File: src/rtl/mem_bus_pkg.sv
// Shared widths, wait-counter size and FSM state encoding for the memory responder.
package mem_bus_pkg;

  localparam int unsigned AW_DEF = 5;
  localparam int unsigned DW_DEF = 8;
  localparam int unsigned CNT_W  = 4;

  typedef enum logic [1:0] {
    IDLE,
    WAITING,
    RESP
  } state_t;

endpackage

File: src/rtl/mem_responder_if.sv
// CPU request/response bus plus host load port of the memory responder.
interface mem_responder_if #(
  parameter int unsigned AW = mem_bus_pkg::AW_DEF,
  parameter int unsigned DW = mem_bus_pkg::DW_DEF
) ();

  logic          cpu_rd;
  logic          cpu_wr;
  logic [AW-1:0] cpu_addr;
  logic [DW-1:0] cpu_wdata;
  logic [DW-1:0] cpu_rdata;
  logic          cpu_ready;
  logic          cpu_err;
  logic          ld_we;
  logic [AW-1:0] ld_addr;
  logic [DW-1:0] ld_data;
  logic          ld_ack;
  logic          busy;

  modport master (
    output cpu_rd, cpu_wr, cpu_addr, cpu_wdata, ld_we, ld_addr, ld_data,
    input  cpu_rdata, cpu_ready, cpu_err, ld_ack, busy
  );

  modport slave (
    input  cpu_rd, cpu_wr, cpu_addr, cpu_wdata, ld_we, ld_addr, ld_data,
    output cpu_rdata, cpu_ready, cpu_err, ld_ack, busy
  );

endinterface

File: src/rtl/mem_array.sv
// DW x 2**AW storage: one synchronous write port and a registered read port.
module mem_array import mem_bus_pkg::*; #(
  parameter int unsigned AW = AW_DEF,
  parameter int unsigned DW = DW_DEF
) (
  input  logic          clk,
  input  logic          rst,
  input  logic          we,
  input  logic [AW-1:0] waddr,
  input  logic [DW-1:0] wdata,
  input  logic          re,
  input  logic [AW-1:0] raddr,
  output logic [DW-1:0] rdata
);

  localparam int unsigned DEPTH = 1 << AW;

  logic [DW-1:0] mem [DEPTH];

  // Contents intentionally survive reset.
  always_ff @(posedge clk) begin
    if (we) begin
      mem[waddr] <= wdata;
    end
  end

  always_ff @(posedge clk) begin
    if (rst) begin
      rdata <= '0;
    end else if (re) begin
      rdata <= mem[raddr];
    end
  end

endmodule

File: src/rtl/mem_responder.sv
// Clocked memory responder: answers CPU rd/wr after WAIT wait states, accepts host
// load writes while idle.
module mem_responder import mem_bus_pkg::*; #(
  parameter int unsigned AW   = AW_DEF,
  parameter int unsigned DW   = DW_DEF,
  parameter int unsigned WAIT = 2
) (
  input  logic            clk,
  input  logic            rst,
  mem_responder_if.slave  bus
);

  state_t state, state_nxt;
  logic [CNT_W-1:0] cnt, cnt_nxt;

  logic [AW-1:0] addr_q;
  logic [DW-1:0] wdata_q;
  logic          wr_q;
  logic          err_q;

  logic          accept;
  logic          host_wr;
  logic          commit;
  logic          op_wr;
  logic          op_err;
  logic [AW-1:0] op_addr;
  logic [DW-1:0] op_wdata;

  logic          mem_we;
  logic          mem_re;
  logic [AW-1:0] mem_waddr;
  logic [DW-1:0] mem_wdata;

  logic ready_q, err_out_q, ack_q, busy_q;

  always_ff @(posedge clk) begin
    if (rst) begin
      state <= IDLE;
      cnt   <= '0;
    end else begin
      state <= state_nxt;
      cnt   <= cnt_nxt;
    end
  end

  // Host load has priority in IDLE; a held CPU request is picked up next cycle.
  always_comb begin
    state_nxt = state;
    cnt_nxt   = cnt;
    accept    = 1'b0;
    host_wr   = 1'b0;
    unique case (state)
      IDLE: begin
        if (bus.ld_we) begin
          host_wr = 1'b1;
        end else if (bus.cpu_rd || bus.cpu_wr) begin
          accept = 1'b1;
          if (WAIT == 0) begin
            state_nxt = RESP;
          end else begin
            cnt_nxt   = CNT_W'(WAIT - 1);
            state_nxt = WAITING;
          end
        end
      end
      WAITING: begin
        if (cnt == '0) begin
          state_nxt = RESP;
        end else begin
          cnt_nxt = cnt - CNT_W'(1);
        end
      end
      RESP:    state_nxt = IDLE;
      default: state_nxt = IDLE;
    endcase
  end

  // With zero wait states the commit edge is the accept edge, so use live inputs.
  always_comb begin
    op_wr    = accept ? bus.cpu_wr : wr_q;
    op_err   = accept ? (bus.cpu_rd && bus.cpu_wr) : err_q;
    op_addr  = accept ? bus.cpu_addr : addr_q;
    op_wdata = accept ? bus.cpu_wdata : wdata_q;
    commit   = (state_nxt == RESP) && !rst;

    mem_we    = (host_wr && !rst) || (commit && op_wr);
    mem_waddr = host_wr ? bus.ld_addr : op_addr;
    mem_wdata = host_wr ? bus.ld_data : op_wdata;
    mem_re    = commit && !op_wr;
  end

  always_ff @(posedge clk) begin
    if (rst) begin
      addr_q  <= '0;
      wdata_q <= '0;
      wr_q    <= 1'b0;
      err_q   <= 1'b0;
    end else if (accept) begin
      addr_q  <= bus.cpu_addr;
      wdata_q <= bus.cpu_wdata;
      wr_q    <= bus.cpu_wr;
      err_q   <= bus.cpu_rd && bus.cpu_wr;
    end
  end

  always_ff @(posedge clk) begin
    if (rst) begin
      ready_q   <= 1'b0;
      err_out_q <= 1'b0;
      ack_q     <= 1'b0;
      busy_q    <= 1'b0;
    end else begin
      ready_q   <= (state_nxt == RESP);
      err_out_q <= (state_nxt == RESP) && op_err;
      ack_q     <= host_wr;
      busy_q    <= (state_nxt != IDLE);
    end
  end

  assign bus.cpu_ready = ready_q;
  assign bus.cpu_err   = err_out_q;
  assign bus.ld_ack    = ack_q;
  assign bus.busy      = busy_q;

  mem_array #(
    .AW (AW),
    .DW (DW)
  ) u_mem_array (
    .clk   (clk),
    .rst   (rst),
    .we    (mem_we),
    .waddr (mem_waddr),
    .wdata (mem_wdata),
    .re    (mem_re),
    .raddr (op_addr),
    .rdata (bus.cpu_rdata)
  );

endmodule

File: src/flat_wrapper.sv
// flat-port wrapper written by rule: the top's interface ports become plain ports
module mem_responder_flat import mem_bus_pkg::*;
#(
  parameter int unsigned AW   = AW_DEF,
  parameter int unsigned DW   = DW_DEF,
  parameter int unsigned WAIT = 2
)
  (clk, rst, bus_cpu_rd, bus_cpu_wr, bus_cpu_addr, bus_cpu_wdata, bus_ld_we, bus_ld_addr, bus_ld_data, bus_cpu_rdata, bus_cpu_ready, bus_cpu_err, bus_ld_ack, bus_busy);
  mem_responder_if #(.AW(AW), .DW(DW)) bus_i ();
  input  logic clk;
  input  logic rst;
  input wire logic [$bits(bus_i.cpu_rd)-1:0] bus_cpu_rd;
  input wire logic [$bits(bus_i.cpu_wr)-1:0] bus_cpu_wr;
  input wire logic [$bits(bus_i.cpu_addr)-1:0] bus_cpu_addr;
  input wire logic [$bits(bus_i.cpu_wdata)-1:0] bus_cpu_wdata;
  input wire logic [$bits(bus_i.ld_we)-1:0] bus_ld_we;
  input wire logic [$bits(bus_i.ld_addr)-1:0] bus_ld_addr;
  input wire logic [$bits(bus_i.ld_data)-1:0] bus_ld_data;
  output wire logic [$bits(bus_i.cpu_rdata)-1:0] bus_cpu_rdata;
  output wire logic [$bits(bus_i.cpu_ready)-1:0] bus_cpu_ready;
  output wire logic [$bits(bus_i.cpu_err)-1:0] bus_cpu_err;
  output wire logic [$bits(bus_i.ld_ack)-1:0] bus_ld_ack;
  output wire logic [$bits(bus_i.busy)-1:0] bus_busy;
  assign bus_i.cpu_rd = bus_cpu_rd;
  assign bus_i.cpu_wr = bus_cpu_wr;
  assign bus_i.cpu_addr = bus_cpu_addr;
  assign bus_i.cpu_wdata = bus_cpu_wdata;
  assign bus_i.ld_we = bus_ld_we;
  assign bus_i.ld_addr = bus_ld_addr;
  assign bus_i.ld_data = bus_ld_data;
  assign bus_cpu_rdata = bus_i.cpu_rdata;
  assign bus_cpu_ready = bus_i.cpu_ready;
  assign bus_cpu_err = bus_i.cpu_err;
  assign bus_ld_ack = bus_i.ld_ack;
  assign bus_busy = bus_i.busy;
  mem_responder #(.AW(AW), .DW(DW), .WAIT(WAIT)) u_core (.clk(clk), .rst(rst), .bus(bus_i));
endmodule
File: config.mk
export PLATFORM = sky130hd
export DESIGN_NAME = mem_responder_flat
export DESIGN_NICKNAME = d
export VERILOG_FILES = /design/src/rtl/mem_bus_pkg.sv /design/src/rtl/mem_responder_if.sv /design/src/rtl/mem_array.sv /design/src/rtl/mem_responder.sv /design/src/flat_wrapper.sv
export SDC_FILE = /design/constraint.sdc
export NUM_CORES = 1
export LEC_CHECK = 0
export CAP_MARGIN = 10
export CORE_AREA = 8 8 137 203
export DETAILED_ROUTE_END_ITERATION = 10
export DIE_AREA = 0 0 145 211
export SLEW_MARGIN = 40
export SYNTH_ARGS = -nofsm -noshare
export SYNTH_HDL_FRONTEND = slang
export SYNTH_SLANG_ARGS = --single-unit
File: constraint.sdc
create_clock -name clk -period 3.5 [get_ports clk]
set_clock_uncertainty 0.05 [all_clocks]
set_input_delay 0.35 -clock clk [delete_from_list [all_inputs] [get_ports clk]]
set_output_delay 0.35 -clock clk [all_outputs]
set_load 0.05 [all_outputs]
=== Word-level counts from Yosys, hierarchy flattened ===
Memory sizes are Yosys's and may differ from the RTL's. A register that Yosys moved wholly into a read port is not among the register bits.
Index checks and enable logic that the tools add are counted.

* Register bits after elaboration: 25
* RAM bits: 256
* Input port bits: 31
* Output and inout port bits: 12
* Word-level logic and storage cells: 53
* Memories kept: 1

* $add $sub $neg: 1
* Equal/unequal tests: 5
* Muxes and demuxes: 21
* Reductions and logical operators: 15

{| class="wikitable"
|+ Memory list
! name !! words !! width !! read ports !! clocked after memory_dff !! write ports !! line !! RTL
|-
| u_core.u_mem_array.mem || 32 || 8 || 1 || 1 || 1 || mem_array.sv:18 || <nowiki>logic [DW-1:0] mem [DEPTH];</nowiki>
|}

{| class="wikitable"
|+ Operators with widths
! operator !! count
|-
| two-way mux 8 bit || 2
|-
| two-way mux 4 bit || 3
|-
| two-way mux 5 bit || 2
|-
| two-way mux 1 bit || 9
|-
| one-hot mux 4 bit (2 select lines) || 1
|-
| logical AND 1 bit || 6
|-
| two-way mux 2 bit || 3
|-
| logical NOT 4 bit || 1
|-
| inequality test 2 bit (second input constant) || 2
|-
| one-hot mux 2 bit (2 select lines) || 1
|-
| AND reduction 4 bit || 1
|-
| nonzero test 2 bit || 2
|-
| subtractor 4 x 1 -> 4 bit (second input constant) || 1
|-
| == test 2 x 1 -> 1 bit (second input constant) || 1
|-
| == test 2 bit (second input constant) || 1
|-
| logical NOT 1 bit || 2
|-
| logical NOT 2 bit || 1
|-
| logical OR 1 bit || 2
|-
| inequality test 2 x 1 -> 1 bit (second input constant) || 1
|}

=== Longest topological paths before layout ===
Gate-level depths: netlist (run 1).

* Depth after elaboration: 10
* Gate-level depth with buffers: 11
* Depth with buffers taken out: 9

=== By module ===
Synthesis (run 1) repeated with hierarchy kept, for this count alone.

* Cell total of the unflattened synthesis: 750
* Area total of the unflattened synthesis: 11544.8 µm²

{| class="wikitable"
|+ Modules (own cells, without submodules)
! module !! instances !! cells each !! area an instance (µm²) !! seq. area each (µm²)
|-
| mem_array || 1 || 601 || 10382.5 || 7847.5
|-
| mem_responder || 1 || 149 || 1162.4 || 500.5
|}

=== Worst setup path before layout (run 1) ===
OpenSTA, ideal clock, no wires.

* Path type: register to register
* Start point: reg u_core.state[0]
* End point: mem u_core.u_mem_array.mem[28][0] (netlist bit), enable pin
* Setup time: 0.370 ns
* Data arrival time: 2.384 ns
* Required time: 3.080 ns
* Path slack: 0.696 ns
* Stages on the path, launching flop included: 11
* Buffers on the path: 3
* Period minus slack after synthesis: 2.804 ns
* Path through: dfxtp_1 -> or3_4 -> o21ai_4 -> and2_1 -> buf_4 -> buf_4 -> buf_2 -> nand2_1 -> o21ai_0 -> nand2_1 -> nor2_1

* Cells in the longest elaborated chain, start to end: 9
* Elaborated cells between the ends (all ways): 18
* Those cells by class: eq/ne: 2; mux: 11; reduce/logical: 5

{| class="wikitable"
|+ Ends and longest elaborated chain
! item !! line !! RTL
|-
| start: declaration || mem_responder.sv:13 || <nowiki>state_t state, state_nxt;</nowiki>
|-
| start signal: assignment || mem_responder.sv:41 || <nowiki>state <= state_nxt;</nowiki>
|-
| two-way mux 2 bit || mem_responder.sv:56 || <nowiki>end else if (bus.cpu_rd || bus.cpu_wr) begin</nowiki>
|-
| two-way mux 2 bit || mem_responder.sv:54 || <nowiki>if (bus.ld_we) begin</nowiki>
|-
| one-hot mux 2 bit (2 select lines) || mem_responder.sv:52 || <nowiki>unique case (state)</nowiki>
|-
| == test 2 bit || mem_responder.sv:84 || <nowiki>commit = (state_nxt == RESP) && !rst;</nowiki>
|-
| logical AND 1 bit || mem_responder.sv:84 ||
|-
| logical AND 1 bit || mem_responder.sv:86 || <nowiki>mem_we = (host_wr && !rst) || (commit && op_wr);</nowiki>
|-
| logical OR 1 bit || mem_responder.sv:86 ||
|-
| two-way mux 1 bit || mem_array.sv:22 || <nowiki>if (we) begin</nowiki>
|-
| two-way mux 1 bit (not written as such) || mem_array.sv:23 || <nowiki>mem[waddr] <= wdata;</nowiki>
|-
| end: declaration || mem_array.sv:18 ||
|}

Several ways; a longest one is shown, not always the timed one.

=== Worst setup path in the final report (run 1) ===
* Start point: reg u_core.state[0]
* End point: reg u_core.u_mem_array.rdata[6] (read register of u_core.u_mem_array.mem)

* Cells in the longest elaborated chain, start to end: 6
* Elaborated cells between the ends (all ways): 13
* Those cells by class: eq/ne: 2; mux: 7; reduce/logical: 4

{| class="wikitable"
|+ Ends and longest elaborated chain
! item !! line !! RTL
|-
| two-way mux 2 bit || mem_responder.sv:56 ||
|-
| two-way mux 2 bit || mem_responder.sv:54 ||
|-
| one-hot mux 2 bit (2 select lines) || mem_responder.sv:52 ||
|-
| == test 2 bit || mem_responder.sv:84 ||
|-
| logical AND 1 bit || mem_responder.sv:84 ||
|-
| logical AND 1 bit || mem_responder.sv:89 || <nowiki>mem_re = commit && !op_wr;</nowiki>
|-
| end: declaration || mem_array.sv:13 || <nowiki>output logic [DW-1:0] rdata</nowiki>
|}

Several ways; a longest one is shown, not always the timed one.
A chain may end at the register's enable or synchronous reset.

==> results of run 1 <==
cells in the mapped netlist (2+ instances only):
master | n | area [µm²]
a211o_1 | 8 | 70.07
a211oi_1 | 40 | 300.3
a21boi_0 | 2 | 15.01
a21oi_1 | 16 | 80.08
a22o_1 | 8 | 70.07
a31oi_1 | 16 | 100.1
a32o_1 | 8 | 80.08
a32oi_1 | 32 | 280.3
a41o_1 | 8 | 80.08
and2_1 | 2 | 12.51
and3_1 | 42 | 262.8
buf_1 | 2 | 7.510
buf_2 | 6 | 30.03
buf_4 | 6 | 45.04
buf_6 | 2 | 22.52
clkbuf_1 | 44 | 165.2
dfxtp_1 | 33 | 660.6
edfxtp_1 | 256 | 7687
ha_1 | 2 | 25.02
inv_1 | 2 | 7.510
mux2i_1 | 10 | 100.1
nand2_1 | 129 | 484.2
nand2b_1 | 3 | 18.77
nand3_1 | 58 | 290.3
nand3b_1 | 2 | 15.01
nor2_1 | 74 | 277.8
nor2b_1 | 2 | 12.51
nor3_1 | 5 | 25.02
o2111a_1 | 8 | 90.09
o21a_1 | 2 | 15.01
o21ai_0 | 50 | 250.2
o21ai_4 | 2 | 32.53
or3_1 | 2 | 12.51
worst min path at each step:
stage                                   end  slack (ns)  depth (start not counted)
global placement    u_core.err_q$_SDFF_PP0_        0.41                          2
finish              u_core.err_q$_SDFF_PP0_        0.41                          2
detailed placement  u_core.err_q$_SDFF_PP0_        0.41                          2
CTS                 u_core.err_q$_SDFF_PP0_        0.41                          2
global route        u_core.err_q$_SDFF_PP0_        0.44                          2
floorplan           u_core.err_q$_SDFF_PP0_        0.38                          2
sequential cells by signal (all words and copies together), names as in the netlist:
name                      cells
u_core.state                  2
u_core.bus.cpu_ready          1
u_core.u_mem_array.rdata      8
u_core.bus.ld_ack             1
u_core.bus.busy               1
u_core.u_mem_array.mem      256
u_core.addr_q                 5
u_core.cnt                    4
u_core.wr_q                   1
u_core.err_q                  1
u_core.wdata_q                8
u_core.bus.cpu_err            1
logic make-up after synthesis:
| logic type | synth area share, % |
|---|---|
| simple gates | 12.89 |
| flops | 70.83 |
| compound gates | 12.62 |
| buf+inv | 2.357 |
| mux | 0.9448 |
| xor+xnor | 0.1486 |
| fa+ha+maj | 0.2123 |
worst reg2reg max path: stages (launching register included):
cell      delay, ns
dfxtp_1        0.37
or3_4          0.45
o21ai_4        0.16
and2_2         0.35
buf_4          0.28
buf_4          0.38
a211oi_1       0.10
o21ai_0        0.45
a41o_1         0.26
a211o_1        0.12
metal layers:
metal / track usage, % / vias to the layer above
met5: 0 / -
met4: 8.082 / 0
met3: 2.680 / 51
met2: 37.41 / 336
met1: 25.72 / 3824
li1: - / 3624
final cells by class:
class	instances	area share (%)
clock buffers	30	4.961
well taps	328	2.964
multi-input cells	549	23.17
clock inverters	18	1.265
inverters	2	0.05422
flip-flops and latches	289	60.29
repair buffers	114	7.301
stage by stage:
stage | total power, mW | hold slack [ns] | area, µm² | worst slack, ns | utilization [%]
2_1_floorplan | 4.551 | 0.3799 | 11790 | 0.6960 | -
3_3_place_gp | 5.000 | 0.4082 | 12980 | 0.03702 | 52.38
3_5_place_dp | 5.002 | 0.4067 | 12980 | 0.05985 | 52.38
4_1_cts | 7.852 | 0.4148 | 13840 | 0.4485 | 55.86
5_1_grt | 8.048 | 0.4372 | 13850 | 0.3029 | 55.87
6_report | 7.806 | 0.4145 | 13850 | 0.4678 | 55.87
power by group:
group | internal, mW | switching (mW)
clock network | 1.64 | 1.24
logic | 0.300 | 0.707
registers | 3.90 | 0.0228
total | 5.84 | 1.97
==> flow_summary.json, run 1 <==
{
  "r2r_start": "u_core.state[0]$_SDFF_PP0_",
  "setup-tns-final_ns": 0,
  "numCtsBuffers": 27,
  "max_freq_ghz": 0.3298,
  "io_pins": 43,
  "avgRoutedWirePerCell_um": 24.35,
  "cts_setup_buffers": 0,
  "ctsResizeCount": 0,
  "stdcell_count": 1330,
  "hp-start": "u_core.err_q$_SDFF_PP0_",
  "hold_buffers": 0,
  "tightest_slew_ns": 0.7759,
  "ir_worst_vdd_mv": 0.3713,
  "antenna_found_initial": 0,
  "drt-initial-drc-count": 723,
  "worstReg2RegEnd": "u_core.u_mem_array.rdata[6]$_SDFFE_PP0P_",
  "final_common_cell": "edfxtp_1",
  "routedLengthMet1_mm": 12.85,
  "h-tree-depth": 1,
  "crit_path_start": "u_core.state[0]$_SDFF_PP0_",
  "setup-violations-final": 0,
  "synth_edf_count": 256,
  "ys_seq_area_share_pct": 70.83,
  "synth-warning-count": 0,
  "clock_latency_ns": 0.52,
  "ys.flop_type": "edfxtp_1",
  "avgSynthCellArea_um2": 13.10,
  "multi_input_area_um2": 3208,
  "met3_length_mm": 1.876,
  "vias": 7835,
  "regToRegSetupSlack_ns": 0.47,
  "grt_overflow_total": 0,
  "critPathBufInv": 2,
  "grt_pass1_vias": 7713,
  "path_delay_family": "compound AO/OA/AOI/OAI gates",
  "clock_sinks": 289,
  "rr_worst_depth": 9,
  "synthArstFlopShare_pct": 0,
  "vias_per_cell": 5.891,
  "clock_path_buffers": 3,
  "route.top_layer_used": "met4",
  "seq_area_um2": 8348,
  "fin_crit_sh_pct": 86.64,
  "drv_slew": 0,
  "syn_nets": 933,
  "power_density_nw_per_um2": 563.7,
  "drt-pass1-iter-count": 7,
  "ant_nets": 0,
  "crit_chain": "or3_4 -> o21ai_4 -> and2_2 -> buf_4 -> buf_4 -> a211oi_1 -> o21ai_0 -> a41o_1 -> a211o_1",
  "wl_mm": 32.39,
  "syn_inst": 900,
  "die_w_um": 145,
  "area_delta_synth_final_pct": 17.48,
  "p_leak_nw": 4.793,
  "die_y_um": 211,
  "critPathMaxFanout": 35,
  "path_clk_slew_ns": 0.06,
  "slew_headroom_pct": 48.27,
  "cp_slowest_cell": "or3_4",
  "nets": 1016,
  "final_hold_viol_count": 0,
  "syn_area_um2": 11790,
  "grt_pass1_wl_mm": 49.31,
  "core_um2": 24790,
  "start_util_pct": 47.55,
  "routed-wl-met2_mm": 16.61,
  "n_fill_cell": 2025,
  "synth_seq_cells": 289,
  "grt_max_degree": 73,
  "final.min_clock_period_ns": 3.032,
  "final_cell_mix": "256 x edfxtp_1, 127 x nand2_1, 73 x nor2_1, 68 x buf_4, 58 x nand3_1",
  "crit_path_frequent_cell": "buf_4",
  "place.gp.congestion": 0.8800,
  "arrival_ns": 3.45,
  "cts_tree": "built",
  "groute.usage.overall_pct": 21.07,
  "endpoint": "u_core.u_mem_array.rdata[6]$_SDFFE_PP0P_",
  "rows": 71,
  "cp.required_ns": 3.92,
  "final_layout_size_suffix_gt1_share_pct": 13.47,
  "end_kind": "flop",
  "route.detailed.drc": 0,
  "status": "complete, no violations",
  "worst_path_largest_cell_delay_ns": 0.45,
  "worstSetupStartpointType": "flop",
  "synth_cell_types": 51,
  "dp_cells": 1282,
  "dieArea_um2": 30600,
  "path_class": "reg -> reg",
  "cap_violations": 0,
  "crit_cells": 9,
  "portBuffers": 42,
  "dpl.hpwl_mm": 20.90,
  "antenna_cells": 0,
  "root_buffer": "clkbuf_16",
  "holdCritPathClass": "reg -> reg",
  "rsz0062_at_grt": "no"
}
(Power assumes the default switching activity.)
==> inputs of run 2 (changes only) <==
REMOVE_ABC_BUFFERS = 1   (was default)
==> run 2 against run 1 <==
First-iteration DRC count decreased by 4.8%. Die area unchanged. Largest power group unchanged. Sequential power about the same. Non-clock buffer count decreased by 2.
==> flow_summary.json, run 2 (synthesis gave the netlist of run 1 again) <==
{
  "status": "complete, no violations",
  "holdCritPathClass": "in -> reg",
  "area_delta_synth_final_pct": 17.21,
  "arrival_ns": 3.22,
  "registers.top_by_ff_count": "u_core.u_mem_array.mem",
  "reg_top3": "u_core.u_mem_array.mem: 256 flops, u_core.u_mem_array.rdata: 8 flops, u_core.wdata_q: 8 flops",
  "cp.required_ns": 3.60,
  "n_fill_cell": 2027,
  "portBuffers": 42,
  "fin_crit_sh_pct": 89.06,
  "drt-pass1-iter-count": 7,
  "grt_pass1_vias": 7751,
  "start_util_pct": 47.55,
  "numCtsBuffers": 26,
  "regToRegSetupSlack_ns": 0.38,
  "final_hold_viol_count": 0,
  "final_util_pct": 55.74,
  "root_buffer": "clkbuf_16",
  "max_freq_ghz": 0.3208,
  "dieArea_um2": 30600,
  "setup_slack_ns": 0.3830,
  "crit_chain": "inv_1 -> ha_1 -> or3b_2 -> nor3_2 -> nand2b_1 -> o21ai_0 -> nand2_1 -> buf_4 -> nor2_1",
  "h-tree-depth": 1,
  "largest_reg_flops": 256,
  "ir_worst_vdd_mv": 0.3333,
  "power_density_nw_per_um2": 564.0,
  "critPathMaxFanout": 8,
  "dpl.hpwl_mm": 19.66,
  "drt-initial-drc-count": 688,
  "tightest_slew_ns": 0.7631,
  "clock_sinks": 289,
  "combPwrFrac_pct": 12.6,
  "clock_path_buffers": 3,
  "grt_pass1_wl_mm": 47.07,
  "core_um2": 24790,
  "place.gp.congestion": 0.8515,
  "ctsResizeCount": 0,
  "drv_slew": 0,
  "antenna_cells": 0,
  "setup-tns-final_ns": 0,
  "clockPowerShare_pct": 37.1,
  "route.detailed.drc": 0,
  "die_y_um": 211,
  "p_sw_share_pct": 24.32,
  "switchingPower_mw": 1.895,
  "ant_nets": 0,
  "final_cell_mix": "256 x edfxtp_1, 127 x nand2_1, 74 x nor2_1, 67 x buf_4, 58 x nand3_1",
  "cp_slowest_cell": "nor2_1",
  "wl_mm": 30.93,
  "die_w_um": 145,
  "avgRoutedWirePerCell_um": 23.31,
  "p_int_mw": 5.897,
  "worstSetupStartpointType": "flop",
  "path_class": "reg -> reg",
  "nets": 1013,
  "cts_setup_buffers": 0,
  "cap_violations": 0,
  "hold_buffers": 0,
  "path_clk_slew_ns": 0.06,
  "grt_max_degree": 73,
  "rows": 71,
  "worst_path_largest_cell_delay_ns": 0.58,
  "setup-violations-final": 0,
  "rsz0062_at_grt": "no",
  "groute.usage.overall_pct": 19.95,
  "antenna_found_initial": 0,
  "vias": 7793,
  "clock_latency_ns": 0.53,
  "seq_area_um2": 8348,
  "multi_input_area_um2": 3206,
  "grt_overflow_total": 0,
  "final_common_cell": "edfxtp_1",
  "vias_per_cell": 5.873,
  "place_ws_ns": 0.1526,
  "io_pins": 43,
  "end_kind": "flop",
  "p_seq_share_pct": 50.3,
  "slew_headroom_pct": 48.94,
  "final_layout_size_suffix_gt1_share_pct": 12.71,
  "cts_tree": "built",
  "p_leak_nw": 4.776,
  "final.min_clock_period_ns": 3.117
}
==> run 2: final timing paths <==
path | startpoint | to | cells past startpoint
setup / recovery | u_core.cnt[0]$_SDFFE_PP0P_ | u_core.u_mem_array.mem[11][3]$_DFFE_PP_ | 9
setup reg to reg | u_core.cnt[0]$_SDFFE_PP0P_ | u_core.u_mem_array.mem[11][3]$_DFFE_PP_ | 9
hold / removal | rst | u_core.bus.cpu_ready$_SDFF_PP0_ | 2
hold reg to reg | u_core.wdata_q[6]$_SDFF_PP0_ | u_core.wdata_q[6]$_SDFF_PP0_ | 2
==> run 2: through the flow <==
stage | std cells | instance area (µm²) | total power, mW | hold WS [ns]
after floorplan | 840 | 11520 | 4.515 | 0.3691
after global placement | 1280 | 12950 | 4.968 | 0.4437
after detailed placement | 1280 | 12950 | 4.977 | 0.4560
after CTS | 1327 | 13810 | 7.842 | 0.3826
after global routing | 1327 | 13810 | 8.029 | 0.4296
final | 1327 | 13810 | 7.791 | 0.4071
==> run 2: cell type report <==
class / count / area share [%]
flip-flops and latches: 289 / 60.43
multi-input cells: 549 / 23.20
repair buffers: 112 / 7.119
clock buffers: 34 / 5.081
well taps: 328 / 2.971
clock inverters: 13 / 1.141
inverters: 2 / 0.05434
==> run 2: routing by layer <==
| metal | GRT usage [%] | vias to the layer above | wire length [µm] |
|---|---|---|---|
| li1 | - | 3610 | - |
| met1 | 23.55 | 3827 | 11880 |
| met2 | 36.09 | 294 | 16110 |
| met3 | 2.123 | 62 | 1683 |
| met4 | 8.955 | 0 | 1263 |
| met5 | 0 | - | 0 |
==> run 2: worst max-delay path: cells and delay by family, from the launching register on <==
family	cells	cell delay, ns
flops	1	0.34
fa+ha+maj	1	0.17
buf+inv	2	0.29
compound gates	1	0.29
simple gates	5	1.61
==> run 2: power by group through the flow <==
stage	combinational [mW]	sequential, mW	clock [mW]
finish	0.980	3.92	2.89
global route	1.06	3.92	3.05
CTS	0.986	3.92	2.94
detailed placement	0.981	4.00	0
global placement	0.973	3.99	0
floorplan	0.487	4.03	0
